### config.mk
export PLATFORM = sky130hd
export DESIGN_NAME = imu_spi_seq
export DESIGN_NICKNAME = d
export VERILOG_FILES = /design/src/rtl/imu_seq_pkg.sv /design/src/rtl/sync_2ff.sv /design/src/rtl/imu_spi_seq.sv
export SDC_FILE = /design/constraint.sdc
export NUM_CORES = 1
export LEC_CHECK = 0
export CAP_MARGIN = 40
export CELL_PAD_IN_SITES_DETAIL_PLACEMENT = 1
export CELL_PAD_IN_SITES_GLOBAL_PLACEMENT = 1
export CORE_ASPECT_RATIO = 1.25
export CORE_MARGIN = 2
export CORE_UTILIZATION = 45
export CTS_CLUSTER_DIAMETER = 80
export DETAILED_ROUTE_END_ITERATION = 8
export DONT_BUFFER_PORTS = 1
export PLACE_DENSITY = 0.79
export SLEW_MARGIN = 20
export SYNTH_ARGS = -nofsm -noshare
export SYNTH_HDL_FRONTEND = slang
export SYNTH_HIERARCHICAL = 1
export SYNTH_SLANG_ARGS = --single-unit
### constraint.sdc
create_clock -name clk -period 2.55 [get_ports clk]
set_clock_uncertainty 0.15 [all_clocks]
set_input_delay 0.255 -clock clk [delete_from_list [all_inputs] [get_ports clk]]
set_output_delay 0.255 -clock clk [all_outputs]
set_load 0.1 [all_outputs]
### src/rtl/imu_seq_pkg.sv
// Shared types and command tables for the IMU SPI transaction sequencer.
// Command words are {R/W, addr[6:0], data[7:0]}.
package imu_seq_pkg;

  typedef enum logic [2:0] {
    PWR_WAIT = 3'd0,
    INIT_SND = 3'd1,
    INIT_WT  = 3'd2,
    IDLE     = 3'd3,
    RD_SND   = 3'd4,
    RD_WT    = 3'd5,
    UPDATE   = 3'd6
  } state_t;

  localparam int IDX_W = 2;

  localparam logic [IDX_W-1:0] INIT_LAST = 2'd2;
  localparam logic [IDX_W-1:0] RD_LAST   = 2'd3;

  localparam logic [15:0] INIT_CMD [0:2] = '{16'h0D02, 16'h1160, 16'h1440};

  // Read order: pitch lo, pitch hi, yaw lo, yaw hi.
  localparam logic [15:0] RD_CMD [0:3] = '{16'hA200, 16'hA300, 16'hA600, 16'hA700};

endpackage

### src/rtl/sync_2ff.sv
// Two-flop synchronizer for a single asynchronous level input.
module sync_2ff (
  input  logic clk,
  input  logic rst_n,
  input  logic d,
  output logic q
);

  logic meta_q;
  logic sync_q;

  always_ff @(posedge clk or negedge rst_n) begin
    if (!rst_n) begin
      meta_q <= 1'b0;
      sync_q <= 1'b0;
    end else begin
      meta_q <= d;
      sync_q <= meta_q;
    end
  end

  assign q = sync_q;

endmodule

### src/rtl/imu_spi_seq.sv
// Sequencer driving the SPI monarch: power-up delay, three config writes,
// then a four-register read burst per data-ready, assembled into rate words.
module imu_spi_seq
  import imu_seq_pkg::*;
#(
  parameter logic [16:0] INIT_DLY = 17'h1FFFF,
  parameter logic [15:0] TMO_CYC  = 16'd2048
) (
  input  logic        clk,
  input  logic        rst_n,
  input  logic        INT,
  input  logic        done,
  input  logic [15:0] resp,
  output logic        snd,
  output logic [15:0] cmd,
  output logic [15:0] ptch_rt,
  output logic [15:0] yaw_rt,
  output logic        vld,
  output logic        err
);

  state_t           state_q, state_d;
  logic [IDX_W-1:0] idx_q, idx_d;
  logic [16:0]      pwr_cnt_q, pwr_cnt_d;
  logic [15:0]      tmo_q, tmo_d;
  logic [7:0]       byte_q [0:3];
  logic [7:0]       byte_d [0:3];
  logic             snd_q, snd_d;
  logic [15:0]      cmd_q, cmd_d;
  logic [15:0]      ptch_q, ptch_d;
  logic [15:0]      yaw_q, yaw_d;
  logic             vld_q, vld_d;
  logic             err_q, err_d;
  logic             int_s;
  logic             unused_resp_hi;

  assign unused_resp_hi = ^resp[15:8];

  sync_2ff u_int_sync (
    .clk   (clk),
    .rst_n (rst_n),
    .d     (INT),
    .q     (int_s)
  );

  always_comb begin
    state_d   = state_q;
    idx_d     = idx_q;
    pwr_cnt_d = pwr_cnt_q;
    tmo_d     = tmo_q;
    byte_d    = byte_q;
    snd_d     = 1'b0;
    cmd_d     = cmd_q;
    ptch_d    = ptch_q;
    yaw_d     = yaw_q;
    vld_d     = 1'b0;
    err_d     = 1'b0;

    case (state_q)
      PWR_WAIT: begin
        idx_d = '0;
        if (pwr_cnt_q == INIT_DLY) begin
          state_d = INIT_SND;
        end else begin
          pwr_cnt_d = pwr_cnt_q + 17'd1;
        end
      end
      INIT_SND: begin
        tmo_d   = '0;
        state_d = INIT_WT;
      end
      INIT_WT: begin
        tmo_d = tmo_q + 16'd1;
        if (done) begin
          if (idx_q == INIT_LAST) begin
            idx_d   = '0;
            state_d = IDLE;
          end else begin
            idx_d   = idx_q + 2'd1;
            state_d = INIT_SND;
          end
        end else if (tmo_q == TMO_CYC) begin
          // A lost config write is retried; the sensor is useless without it.
          err_d   = 1'b1;
          state_d = INIT_SND;
        end
      end
      IDLE: begin
        if (int_s) begin
          idx_d   = '0;
          state_d = RD_SND;
        end
      end
      RD_SND: begin
        tmo_d   = '0;
        state_d = RD_WT;
      end
      RD_WT: begin
        tmo_d = tmo_q + 16'd1;
        if (done) begin
          byte_d[idx_q] = resp[7:0];
          if (idx_q == RD_LAST) begin
            state_d = UPDATE;
          end else begin
            idx_d   = idx_q + 2'd1;
            state_d = RD_SND;
          end
        end else if (tmo_q == TMO_CYC) begin
          err_d   = 1'b1;
          state_d = IDLE;
        end
      end
      UPDATE: begin
        state_d = IDLE;
      end
      default: begin
        state_d = PWR_WAIT;
      end
    endcase

    // Registered outputs are loaded on entry so they line up with the new state.
    if (state_d == INIT_SND) begin
      snd_d = 1'b1;
      cmd_d = INIT_CMD[idx_d];
    end else if (state_d == RD_SND) begin
      snd_d = 1'b1;
      cmd_d = RD_CMD[idx_d];
    end

    if (state_d == UPDATE) begin
      vld_d  = 1'b1;
      ptch_d = {byte_d[1], byte_d[0]};
      yaw_d  = {byte_d[3], byte_d[2]};
    end
  end

  always_ff @(posedge clk or negedge rst_n) begin
    if (!rst_n) begin
      state_q   <= PWR_WAIT;
      idx_q     <= '0;
      pwr_cnt_q <= '0;
      tmo_q     <= '0;
      snd_q     <= 1'b0;
      cmd_q     <= 16'h0000;
      ptch_q    <= 16'h0000;
      yaw_q     <= 16'h0000;
      vld_q     <= 1'b0;
      err_q     <= 1'b0;
      for (int i = 0; i < 4; i++) begin
        byte_q[i] <= 8'h00;
      end
    end else begin
      state_q   <= state_d;
      idx_q     <= idx_d;
      pwr_cnt_q <= pwr_cnt_d;
      tmo_q     <= tmo_d;
      snd_q     <= snd_d;
      cmd_q     <= cmd_d;
      ptch_q    <= ptch_d;
      yaw_q     <= yaw_d;
      vld_q     <= vld_d;
      err_q     <= err_d;
      for (int i = 0; i < 4; i++) begin
        byte_q[i] <= byte_d[i];
      end
    end
  end

  assign snd     = snd_q;
  assign cmd     = cmd_q;
  assign ptch_rt = ptch_q;
  assign yaw_rt  = yaw_q;
  assign vld     = vld_q;
  assign err     = err_q;

endmodule

==> results of run 1 <==
-- path summary, 6_finish.rpt --
path,end,slack (ns),depth (start not counted)
max reg2reg,pwr_cnt_q[15]$_DFFE_PN0P_,-0.16,14
max,pwr_cnt_q[15]$_DFFE_PN0P_,-0.16,14
min reg2reg,u_int_sync/q$_DFF_PN0_,0.20,0
max in group asynchronous,cmd[13]$_DFFE_PN0P_,2.67,0
min in group clk,state_q[1]$_DFF_PN0_,0.18,3
min,byte_q[13]$_DFF_PN0_,-0.56,0
-- metrics by stage --
| step | hold WS [ns] | util |
|---|---|---|
| floorplan | -0.191 | - |
| global placement | -0.189 | 0.490 |
| detailed placement | -0.188 | 0.528 |
| CTS | -0.566 | 0.574 |
| global route | -0.575 | 0.629 |
| finish | -0.565 | 0.629 |
-- layout by cell type, fill, tap and decap left out, types with 9 or more instances in the layout --
| master | n |
|---|---|
| buf_1 | 12 |
| buf_16 | 23 |
| buf_4 | 49 |
| clkbuf_1 | 19 |
| clkbuf_16 | 11 |
| dfrtp_1 | 101 |
| dlygate4sd3_1 | 10 |
| inv_1 | 9 |
| mux2_1 | 14 |
| mux2_4 | 25 |
| nand2_1 | 76 |
| nand3_1 | 9 |
| nand4_1 | 13 |
| nor2_1 | 11 |
| o21ai_0 | 15 |
| xnor2_1 | 11 |
-- routing by layer --
metal  GRT usage  wire length [microns]  up-vias
met2       0.431                   9340      142
li1            -                      -     1691
met4       0.104                    571        0
met3      0.0393                    696       40
met5           0                      0        -
met1       0.263                   6720     2065
-- where the power goes --
| part | leakage (nW) | internal [W] | switching (W) |
|---|---|---|---|
| Combinational | 1.61 | 0.00149 | 0.00239 |
| Sequential | 1.40 | 0.00208 | 0.000645 |
| Clock | 0.133 | 0.000696 | 0.000657 |
-- sequential cells by signal, indices dropped and copies added (netlist names) --
register / cells
snd: 1
tmo_q: 16
ptch_rt: 16
byte_q: 24
pwr_cnt_q: 17
idx_q: 2
u_int_sync/meta_q: 1
vld: 1
yaw_rt: 16
err: 1
u_int_sync/q: 1
state_q: 3
cmd: 6
-- kinds of logic after synthesis --
group	after synthesis	synth area share
AO/OA/AOI/OAI	60	0.0828
XOR/XNOR	16	0.0285
adder cells (fa/ha/maj)	6	0.0153
buffers and inverters	39	0.0454
flip-flops	105	0.535
multiplexers	45	0.122
other	1	0.000764
AND/OR/NAND/NOR	156	0.170
-- timing repair --
| action | in CTS | in global routing |
|---|---|---|
| pin swaps | 7 | 14 |
| hold endpoints to repair | 140 | 105 |
| endpoints found under the setup margin | 13 | 19 |
| gates resized for setup | 10 | 19 |
| buffers inserted | 8 | 13 |
| gates cloned | 0 | 0 |
-- worst max-delay path: cells and delay by family, from the launching register on --
kind	cells	cell delay, ns
buffers and inverters	9	1.14
and+or+nand+nor	4	0.71
DFF	1	0.42
xor gates and xnor gates	1	0.20
-- layout make-up --
type	count	area [sq um]	share of cell area
inverters	11	41.3	0.00619
flip-flops and latches	105	2630	0.395
clock buffers	11	243	0.0364
well taps	132	165	0.0248
repair buffers	118	1330	0.199
multi-input cells	289	2230	0.334
clock inverters	5	37.5	0.00563
==> flow_metrics.env, run 1 <==
export IMPL_p_leak_nw=3.14
export IMPL_core_area_sq_um=10600
export IMPL_synth_area_top_cells="dfrtp_1 (54%), mux2_4 (7.6%), nand2_1 (6.0%)"
export IMPL_yosysWarnings=6
export IMPL_ant_nets=0
export IMPL_postLayoutCellArea_sq_um=6670
export IMPL_via_count=3938
export IMPL_crit_path_start="pwr_cnt_q[9]$_DFFE_PN0P_"
export IMPL_dieWidth_microns=97.4
export IMPL_yosysUniqueCellTypes=66
export IMPL_antenna_found_initial=0
export IMPL_p_per_area_nw_per_um2=1190
export IMPL_crit_arrival_ns=2.83
export IMPL_criticalPathCategory="flip-flop to flip-flop"
export IMPL_crit_slowest_cell="dfrtp_1"
export IMPL_ys_seq_area_frac=0.535
export IMPL_r2r_start="pwr_cnt_q[9]$_DFFE_PN0P_"
export IMPL_routabilityCongestion=0.791
export IMPL_fillCellCount=1045
export IMPL_drt_iter0_markers=259
export IMPL_grt_max_degree=106
export IMPL_hold_slack_ns=-0.565
export IMPL_via_per_inst=5.87
export IMPL_post_layout_nonfiller_instances=671
export IMPL_drv_slew=0
export IMPL_nNetsFinal=560
export IMPL_track_usage=0.233
export IMPL_min_path_type="input port to asynchronous set/reset pin"
export IMPL_drv_cap=0
export IMPL_start_util=0.463
export IMPL_area_growth_pct=35.9
export IMPL_synthTopCellsByCount="dfrtp_1 (105), nand2_1 (78), mux2_4 (25)"
export IMPL_cts_buffers_inserted=9
export IMPL_finalWorstSetupSlack_ns=-0.162
export IMPL_fmax_mhz=369
export IMPL_placed_cell_area_sq_um=5600
export IMPL_wirelength_microns=17300
export IMPL_grt_pass1_wl_microns=21400
export IMPL_setup_tns_ns=-0.653
export IMPL_finalCritPeriodShare=1.06
export IMPL_grt_overflow=0
export IMPL_cp_common_cell="buf_4"
export IMPL_cp_required_ns=2.67
export IMPL_cts_max_level=3
export IMPL_hold_viol=105
export IMPL_io_pins=71
export IMPL_remaining_drc_errors=0
export IMPL_drive_gt1_frac=0.301
export IMPL_start_kind="flip-flop"
export IMPL_crit_fanout=2
export IMPL_outcome="finished, violations left"
export IMPL_io_buffer_count=0
export IMPL_cts_buffer_depth=2
export IMPL_crit_path_end_kind="flip-flop"
export IMPL_clock_latency_ns=0.36
export IMPL_crit_chain="and3_4 > and3_4 > nand3_4 > buf_4 > buf_4 > buf_4 > buf_4 > buf_4 > buf_4 > buf_4 > buf_4 > buf_4 > nor3b_4 > xor2_1"
export IMPL_violations="negative hold slack, negative setup slack"
export IMPL_cts_tree="yes"
export IMPL_max_slew_margin=0.366
export IMPL_n_antenna_cell=0
export IMPL_avgSynthCellArea_sq_um=11.5
export IMPL_rows=42
export IMPL_place_hpwl_microns=8830
export IMPL_die_area_sq_um=11800
export IMPL_synth_cells=428
export IMPL_synth_ff_type="dfrtp_1"
export IMPL_worstMarginPinSlew_ns=0.951
export IMPL_die_h_microns=121
export IMPL_total_power_w=0.00796
export IMPL_yosysTopAreaCell="dfrtp_1"
export IMPL_clk_pin_slew_worst_paths_ns=0.08
export IMPL_root_buffer="clkbuf_16"
export IMPL_syn_area_sq_um=4910
export IMPL_synth_seq_cells=105
export IMPL_dp_cells=594
export IMPL_dpl_worst_slack_ns=-0.119
export IMPL_synth_edf_count=0
export IMPL_wl_per_cell_microns=25.8
export IMPL_synthArstFlopShare=1.00
export IMPL_post_synth_top_area_fraction=0.535
export IMPL_peakVddDrop_mv=0.547
export IMPL_cts_num_sinks=105
export IMPL_period_minus_slack_ns=2.71
export IMPL_finalSetupViolCount=6
export IMPL_max_stage_delay_ns=0.42
export IMPL_dr_pass1_iters=5
export IMPL_post_synth_top_count_cell="dfrtp_1"
export IMPL_grt_setup_unrepaired="yes"
export IMPL_grt_pass1_vias=3948
export IMPL_cts_hold_buf=10
No activity file was read; power rests on OpenSTA's default activity.
==> inputs of run 2 (changes only) <==
--- a/config.mk
+++ b/config.mk
@@ -9,7 +9,7 @@
 export CELL_PAD_IN_SITES_DETAIL_PLACEMENT = 1
 export CELL_PAD_IN_SITES_GLOBAL_PLACEMENT = 1
 export CORE_ASPECT_RATIO = 1.25
-export CORE_MARGIN = 2
+export CORE_MARGIN = 4
 export CORE_UTILIZATION = 45
 export CTS_CLUSTER_DIAMETER = 80
 export DETAILED_ROUTE_END_ITERATION = 8
==> run 2 against run 1 <==
  * The run still ends with negative hold slack, negative setup slack left
  * Combinational power is 8.2% higher
  * Flip-flop and latch count stayed put
  * Worst setup slack worse by 0.044 ns
  * Sequential share of layout area is 0.78 points lower
  * Largest cell class unchanged
==> flow_metrics.env, run 2 (synthesis gave the netlist of run 1 again) <==
export IMPL_dr_pass1_iters=6
export IMPL_reg_top3="byte_q (24), pwr_cnt_q (17)"
export IMPL_wirelength_microns=19800
export IMPL_max_slew_margin=0.385
export IMPL_wl_per_cell_microns=29.7
export IMPL_core_area_sq_um=10600
export IMPL_rrSetupSlack_ns=-0.21
export IMPL_cts_max_level=3
export IMPL_io_pins=71
export IMPL_fmax_mhz=363
export IMPL_start_kind="flip-flop"
export IMPL_postLayoutCellArea_sq_um=6810
export IMPL_start_util=0.463
export IMPL_period_minus_slack_ns=2.76
export IMPL_grt_pass1_wl_microns=22400
export IMPL_track_usage=0.228
export IMPL_crit_fanout=6
export IMPL_drv_slew=0
export IMPL_regMostFlops="byte_q"
export IMPL_io_buffer_count=0
export IMPL_p_per_area_nw_per_um2=1230
export IMPL_drive_gt1_frac=0.316
export IMPL_r2r_worst_path_cells=11
export IMPL_dieWidth_microns=101
export IMPL_finalSetupViolCount=32
export IMPL_nNetsFinal=555
export IMPL_violations="negative hold slack, negative setup slack"
export IMPL_crit_path_end_kind="flip-flop"
export IMPL_clk_pin_slew_worst_paths_ns=0.08
export IMPL_antenna_found_initial=1
export IMPL_final_cell_mix="dfrtp_1 (101), nand2_1 (73), buf_4 (40)"
export IMPL_hold_slack_ns=-0.567
export IMPL_die_area_sq_um=12700
export IMPL_via_count=4152
export IMPL_drv_cap=0
export IMPL_grt_max_degree=106
export IMPL_routabilityCongestion=0.786
export IMPL_outcome="finished, violations left"
export IMPL_placed_cell_area_sq_um=5740
export IMPL_drt_iter0_markers=379
export IMPL_post_layout_nonfiller_instances=667
export IMPL_cts_num_sinks=105
export IMPL_peakVddDrop_mv=0.592
export IMPL_grt_pass1_vias=4107
export IMPL_largest_reg_flops=24
export IMPL_clock_latency_ns=0.36
export IMPL_root_buffer="clkbuf_16"
export IMPL_dp_cells=601
export IMPL_r2r_start="pwr_cnt_q[8]$_DFFE_PN0P_"
export IMPL_finalCritPeriodShare=1.08
export IMPL_finalWorstSetupSlack_ns=-0.206
export IMPL_cts_hold_buf=10
export IMPL_p_leak_nw=3.16
export IMPL_cts_buffers_inserted=9
export IMPL_layout_commonest_cell="dfrtp_1"
export IMPL_place_hpwl_microns=9350
export IMPL_total_power_w=0.00838
export IMPL_cts_buffer_depth=2
export IMPL_via_per_inst=6.22
export IMPL_ant_nets=0
export IMPL_cp_required_ns=2.63
export IMPL_grt_setup_unrepaired="yes"
export IMPL_hold_viol=105
export IMPL_worstMarginPinSlew_ns=0.922
export IMPL_remaining_drc_errors=0
export IMPL_grt_overflow=0
export IMPL_fillCellCount=1017
export IMPL_min_path_type="input port to asynchronous set/reset pin"
export IMPL_crit_arrival_ns=2.83
export IMPL_area_growth_pct=38.7
export IMPL_reg2reg_to="cmd[10]$_DFFE_PN0P_"
export IMPL_die_h_microns=125
export IMPL_cts_tree="yes"
export IMPL_rows=42
export IMPL_criticalPathCategory="flip-flop to flip-flop"
-- run 2: worst max-delay path, stage by stage (launching register included) --
cell      delay [ns]
dfrtp_1         0.40
and3_4          0.20
and3_4          0.23
nand3_4         0.10
nor3_2          0.23
ha_2            0.24
mux2_4          0.18
a221oi_4        0.07
o21ai_4         0.17
buf_6           0.18
inv_1           0.09
o311a_1         0.37
-- run 2: routing by layer --
metal / share of wire / wire length, microns / track usage / vias up
met5: 0 / 0 / 0 / -
met4: 0.053 / 1040 / 0.0657 / 0
met3: 0.053 / 1040 / 0.0465 / 81
met2: 0.52 / 10300 / 0.413 / 213
met1: 0.38 / 7460 / 0.268 / 2174
li1: - / - / - / 1684
-- run 2: stage by stage --
step | hold WS, ns | utilization | setup TNS, ns | setup slack [ns]
2_1_floorplan | -0.191 | - | 0 | 0.0107
3_3_place_gp | -0.188 | 0.488 | 0 | 0.00742
3_5_place_dp | -0.186 | 0.541 | -0.226 | -0.0413
4_1_cts | -0.569 | 0.587 | 0 | 0.0218
5_1_grt | -0.583 | 0.641 | -3.55 | -0.261
6_report | -0.567 | 0.641 | -2.62 | -0.206
-- run 2: what timing repair did --
action | in CTS | in global routing
pin swaps | 5 | 19
buffers inserted | 4 | 12
endpoints found under the hold margin | 140 | 105
resized for setup | 12 | 30
setup endpoints to repair | 14 | 40
-- run 2: layout make-up --
| type | count | area, sq um | share of cell area |
|---|---|---|---|
| Clock inverter | 6 | 76.3 | 0.0112 |
| Clock buffer | 10 | 229 | 0.0336 |
| Timing Repair Buffer | 113 | 1370 | 0.202 |
| Inverter | 11 | 41.3 | 0.00607 |
| Multi-Input combinational cell | 289 | 2290 | 0.336 |
| Antenna cell | 1 | 2.50 | 0.000368 |
| Sequential cell | 105 | 2630 | 0.387 |
| Tap cell | 132 | 165 | 0.0243 |
-- run 2: worst max-delay path by stage --
stage	from	endpoint	slack, ns	depth (start not counted)
6_report	pwr_cnt_q[8]$_DFFE_PN0P_	cmd[10]$_DFFE_PN0P_	-0.21	11
5_1_grt	pwr_cnt_q[8]$_DFFE_PN0P_	cmd[10]$_DFFE_PN0P_	-0.26	11
4_1_cts	pwr_cnt_q[10]$_DFFE_PN0P_	cmd[12]$_DFFE_PN0P_	0.02	11
3_5_place_dp	pwr_cnt_q[10]$_DFFE_PN0P_	cmd[10]$_DFFE_PN0P_	-0.04	11
3_3_place_gp	pwr_cnt_q[10]$_DFFE_PN0P_	cmd[12]$_DFFE_PN0P_	0.007	11
2_1_floorplan	pwr_cnt_q[3]$_DFFE_PN0P_	cmd[8]$_DFFE_PN0P_	0.01	11
-- run 2: power breakdown --
group / internal [W] / total, W / switching (W)
Sequential: 0.00208 / 0.00270 / 0.000618
Clock: 0.000780 / 0.00148 / 0.000698
Combinational: 0.00157 / 0.00420 / 0.00262
==> inputs of run 3 (changes only) <==
--- a/config.mk
+++ b/config.mk
@@ -15,6 +15,7 @@
 export DETAILED_ROUTE_END_ITERATION = 8
 export DONT_BUFFER_PORTS = 1
 export PLACE_DENSITY = 0.79
+export REMOVE_ABC_BUFFERS = 1
 export SLEW_MARGIN = 20
 export SYNTH_ARGS = -nofsm -noshare
 export SYNTH_HDL_FRONTEND = slang
==> run 3 against run 2 <==
  * The flow still finishes with violations (negative hold slack, negative setup slack)
  * Sequential share of layout area is 0.93 points lower
  * Final cell count is 1.6% higher
  * Hold slack worse by 0.0093 ns
  * Non-clock buffer count is 12 higher
  * Sequential power hardly changed
  * Flip-flop and latch count stayed put
  * First-iteration DRC count is 2.6% lower
  * Maximum frequency is 1.0% higher
  * Global-route usage is 3.0 points higher
  * Worst setup slack better by 0.029 ns
  * Utilization is 1.6 points higher
  * Critical endpoint is now cmd[8]$_DFFE_PN0P_
==> flow_metrics.env, run 3 (synthesis gave the netlist of run 1 again) <==
export IMPL_grt_overflow=0
export IMPL_area_growth_pct=42.2
export IMPL_p_leak_nw=3.30
export IMPL_dr_pass1_iters=5
export IMPL_core_area_sq_um=10600
export IMPL_clock_latency_ns=0.37
export IMPL_place_hpwl_microns=9410
export IMPL_drt_met1_wl_microns=8220
export IMPL_crit_path_end_kind="flip-flop"
export IMPL_cts_tree="yes"
export IMPL_utilization=0.657
export IMPL_p_sw_w=0.00411
export IMPL_r2r_worst_path_cells=11
export IMPL_max_stage_delay_ns=0.41
export IMPL_outcome="finished, violations left"
export IMPL_via_per_inst=6.28
export IMPL_routabilityCongestion=0.815
export IMPL_track_usage=0.258
export IMPL_root_buffer="clkbuf_16"
export IMPL_finalSetupViolCount=22
export IMPL_cp_common_cell="and3_4"
export IMPL_hold_viol=105
export IMPL_period_minus_slack_ns=2.73
export IMPL_p_per_area_nw_per_um2=1240
export IMPL_nNetsFinal=567
export IMPL_regMostFlops="byte_q"
export IMPL_start_kind="flip-flop"
export IMPL_p_comb_frac=0.512
export IMPL_die_h_microns=125
export IMPL_post_layout_nonfiller_instances=678
export IMPL_p_int_w=0.00454
export IMPL_grt_pass1_wl_microns=24500
export IMPL_dp_cells=607
export IMPL_dpl_worst_slack_ns=-0.274
export IMPL_grt_pass1_vias=4162
export IMPL_max_slew_margin=0.348
export IMPL_reg2reg_to="cmd[8]$_DFFE_PN0P_"
export IMPL_grt_setup_unrepaired="yes"
export IMPL_cts_buffer_depth=2
export IMPL_violations="negative hold slack, negative setup slack"
export IMPL_crit_arrival_ns=2.83
export IMPL_via_count=4261
export IMPL_met2_length_microns=10500
export IMPL_fillCellCount=1006
export IMPL_reg_top3="byte_q (24), pwr_cnt_q (17)"
export IMPL_clk_pin_slew_worst_paths_ns=0.09
export IMPL_start_util=0.463
export IMPL_cts_hold_buf=10
export IMPL_crit_chain="and3_4 > and3_4 > nand2_4 > nor3_4 > ha_2 > mux2_4 > a221oi_4 > o21ai_4 > a31o_1 > a21oi_2 > o31ai_2"
export IMPL_drv_slew=0
export IMPL_cp_required_ns=2.65
export IMPL_grt_max_degree=106
export IMPL_finalCritPeriodShare=1.07
export IMPL_io_pins=71
export IMPL_top_layer="met5"
export IMPL_swShare=0.476
export IMPL_io_buffer_count=0
export IMPL_drive_gt1_frac=0.337
export IMPL_crit_slowest_cell="dfrtp_1"
export IMPL_crit_fanout=6
export IMPL_cts_buffers_inserted=9
export IMPL_wl_per_cell_microns=31.4
export IMPL_criticalPathCategory="flip-flop to flip-flop"
export IMPL_largest_reg_flops=24
export IMPL_wirelength_microns=21300
export IMPL_hold_slack_ns=-0.576
export IMPL_drv_cap=0
export IMPL_remaining_drc_errors=0
export IMPL_finalWorstSetupSlack_ns=-0.177
export IMPL_cts_max_level=3
export IMPL_fmax_mhz=367
export IMPL_peakVddDrop_mv=0.540
export IMPL_min_path_type="input port to asynchronous set/reset pin"
export IMPL_n_antenna_cell=0
export IMPL_seq_power_share=0.312
export IMPL_antenna_found_initial=1
export IMPL_drt_iter0_markers=369
export IMPL_placed_cell_area_sq_um=5810
export IMPL_final_cell_mix="dfrtp_1 (100), nand2_1 (72), buf_4 (44)"
export IMPL_clkPwrFrac=0.175
export IMPL_crit_path_start="pwr_cnt_q[2]$_DFFE_PN0P_"
export IMPL_rrSetupSlack_ns=-0.18
export IMPL_ant_nets=0
export IMPL_cp_endpoint="cmd[8]$_DFFE_PN0P_"
export IMPL_r2r_start="pwr_cnt_q[2]$_DFFE_PN0P_"
export IMPL_postLayoutCellArea_sq_um=6980
export IMPL_wl_met3_microns=1470
export IMPL_die_area_sq_um=12700
export IMPL_cts_num_sinks=105
export IMPL_rows=42
export IMPL_dieWidth_microns=101
export IMPL_layout_commonest_cell="dfrtp_1"
export IMPL_worstMarginPinSlew_ns=0.977
run 3: routing by layer:
metal	vias to the layer above	global-route usage
met3	96	0.0471
met4	2	0.120
li1	1703	-
met2	266	0.465
met1	2194	0.286
met5	-	0
run 3: stage by stage:
stage	total power [W]	TNS [ns]
2_1_floorplan	0.00480	-0.488
3_3_place_gp	0.00540	-0.237
3_5_place_dp	0.00595	-1.71
4_1_cts	0.00763	-0.191
5_1_grt	0.00887	-4.62
6_report	0.00865	-2.38
run 3: layout make-up:
cell class                      count  area, sq um  share of cell area
Multi-Input combinational cell    289         2320               0.332
Tap cell                          132          165              0.0237
Inverter                           11         41.3             0.00592
Timing Repair Buffer              125         1520               0.218
Clock buffer                        9          225              0.0323
Clock inverter                      7         77.6              0.0111
Sequential cell                   105         2630               0.377
run 3: worst min path at each step:
| stage | depth (start not counted) | startpoint | slack (ns) | end |
|---|---|---|---|---|
| floorplan | 0 | rst_n | -0.19 | byte_q[10]$_DFF_PN0_ |
| global placement | 0 | rst_n | -0.19 | ptch_rt[1]$_DFFE_PN0N_ |
| detailed placement | 0 | rst_n | -0.19 | byte_q[17]$_DFF_PN0_ |
| CTS | 0 | rst_n | -0.58 | byte_q[17]$_DFF_PN0_ |
| global route | 0 | rst_n | -0.59 | vld$_DFF_PN0_ |
| finish | 0 | rst_n | -0.58 | vld$_DFF_PN0_ |
run 3: timing repair:
action / CTS / global route
endpoints found under the hold margin: 140 / 105
pin swaps: 9 / 22
setup buffers: 7 / 15
gates cloned: 0 / 0
gates resized for setup: 19 / 38
endpoints found under the setup margin: 16 / 36
run 3: worst max-delay path, delay by kind of cell, from the launching register on:
family / cells / cell delay [ns]
simple gates: 4 / 0.57
flops: 1 / 0.41
mux: 1 / 0.31
fa+ha+maj: 1 / 0.18
compound gates: 5 / 1.01
run 3: power by group through the flow:
| stage | clock network [W] | registers (W) | logic [W] |
|---|---|---|---|
| 2_1_floorplan | 0 | 0.00350 | 0.00130 |
| 3_3_place_gp | 0 | 0.00306 | 0.00234 |
| 3_5_place_dp | 0 | 0.00282 | 0.00313 |
| 4_1_cts | 0.00145 | 0.00282 | 0.00336 |
| 5_1_grt | 0.00159 | 0.00272 | 0.00457 |
| 6_report | 0.00152 | 0.00270 | 0.00443 |
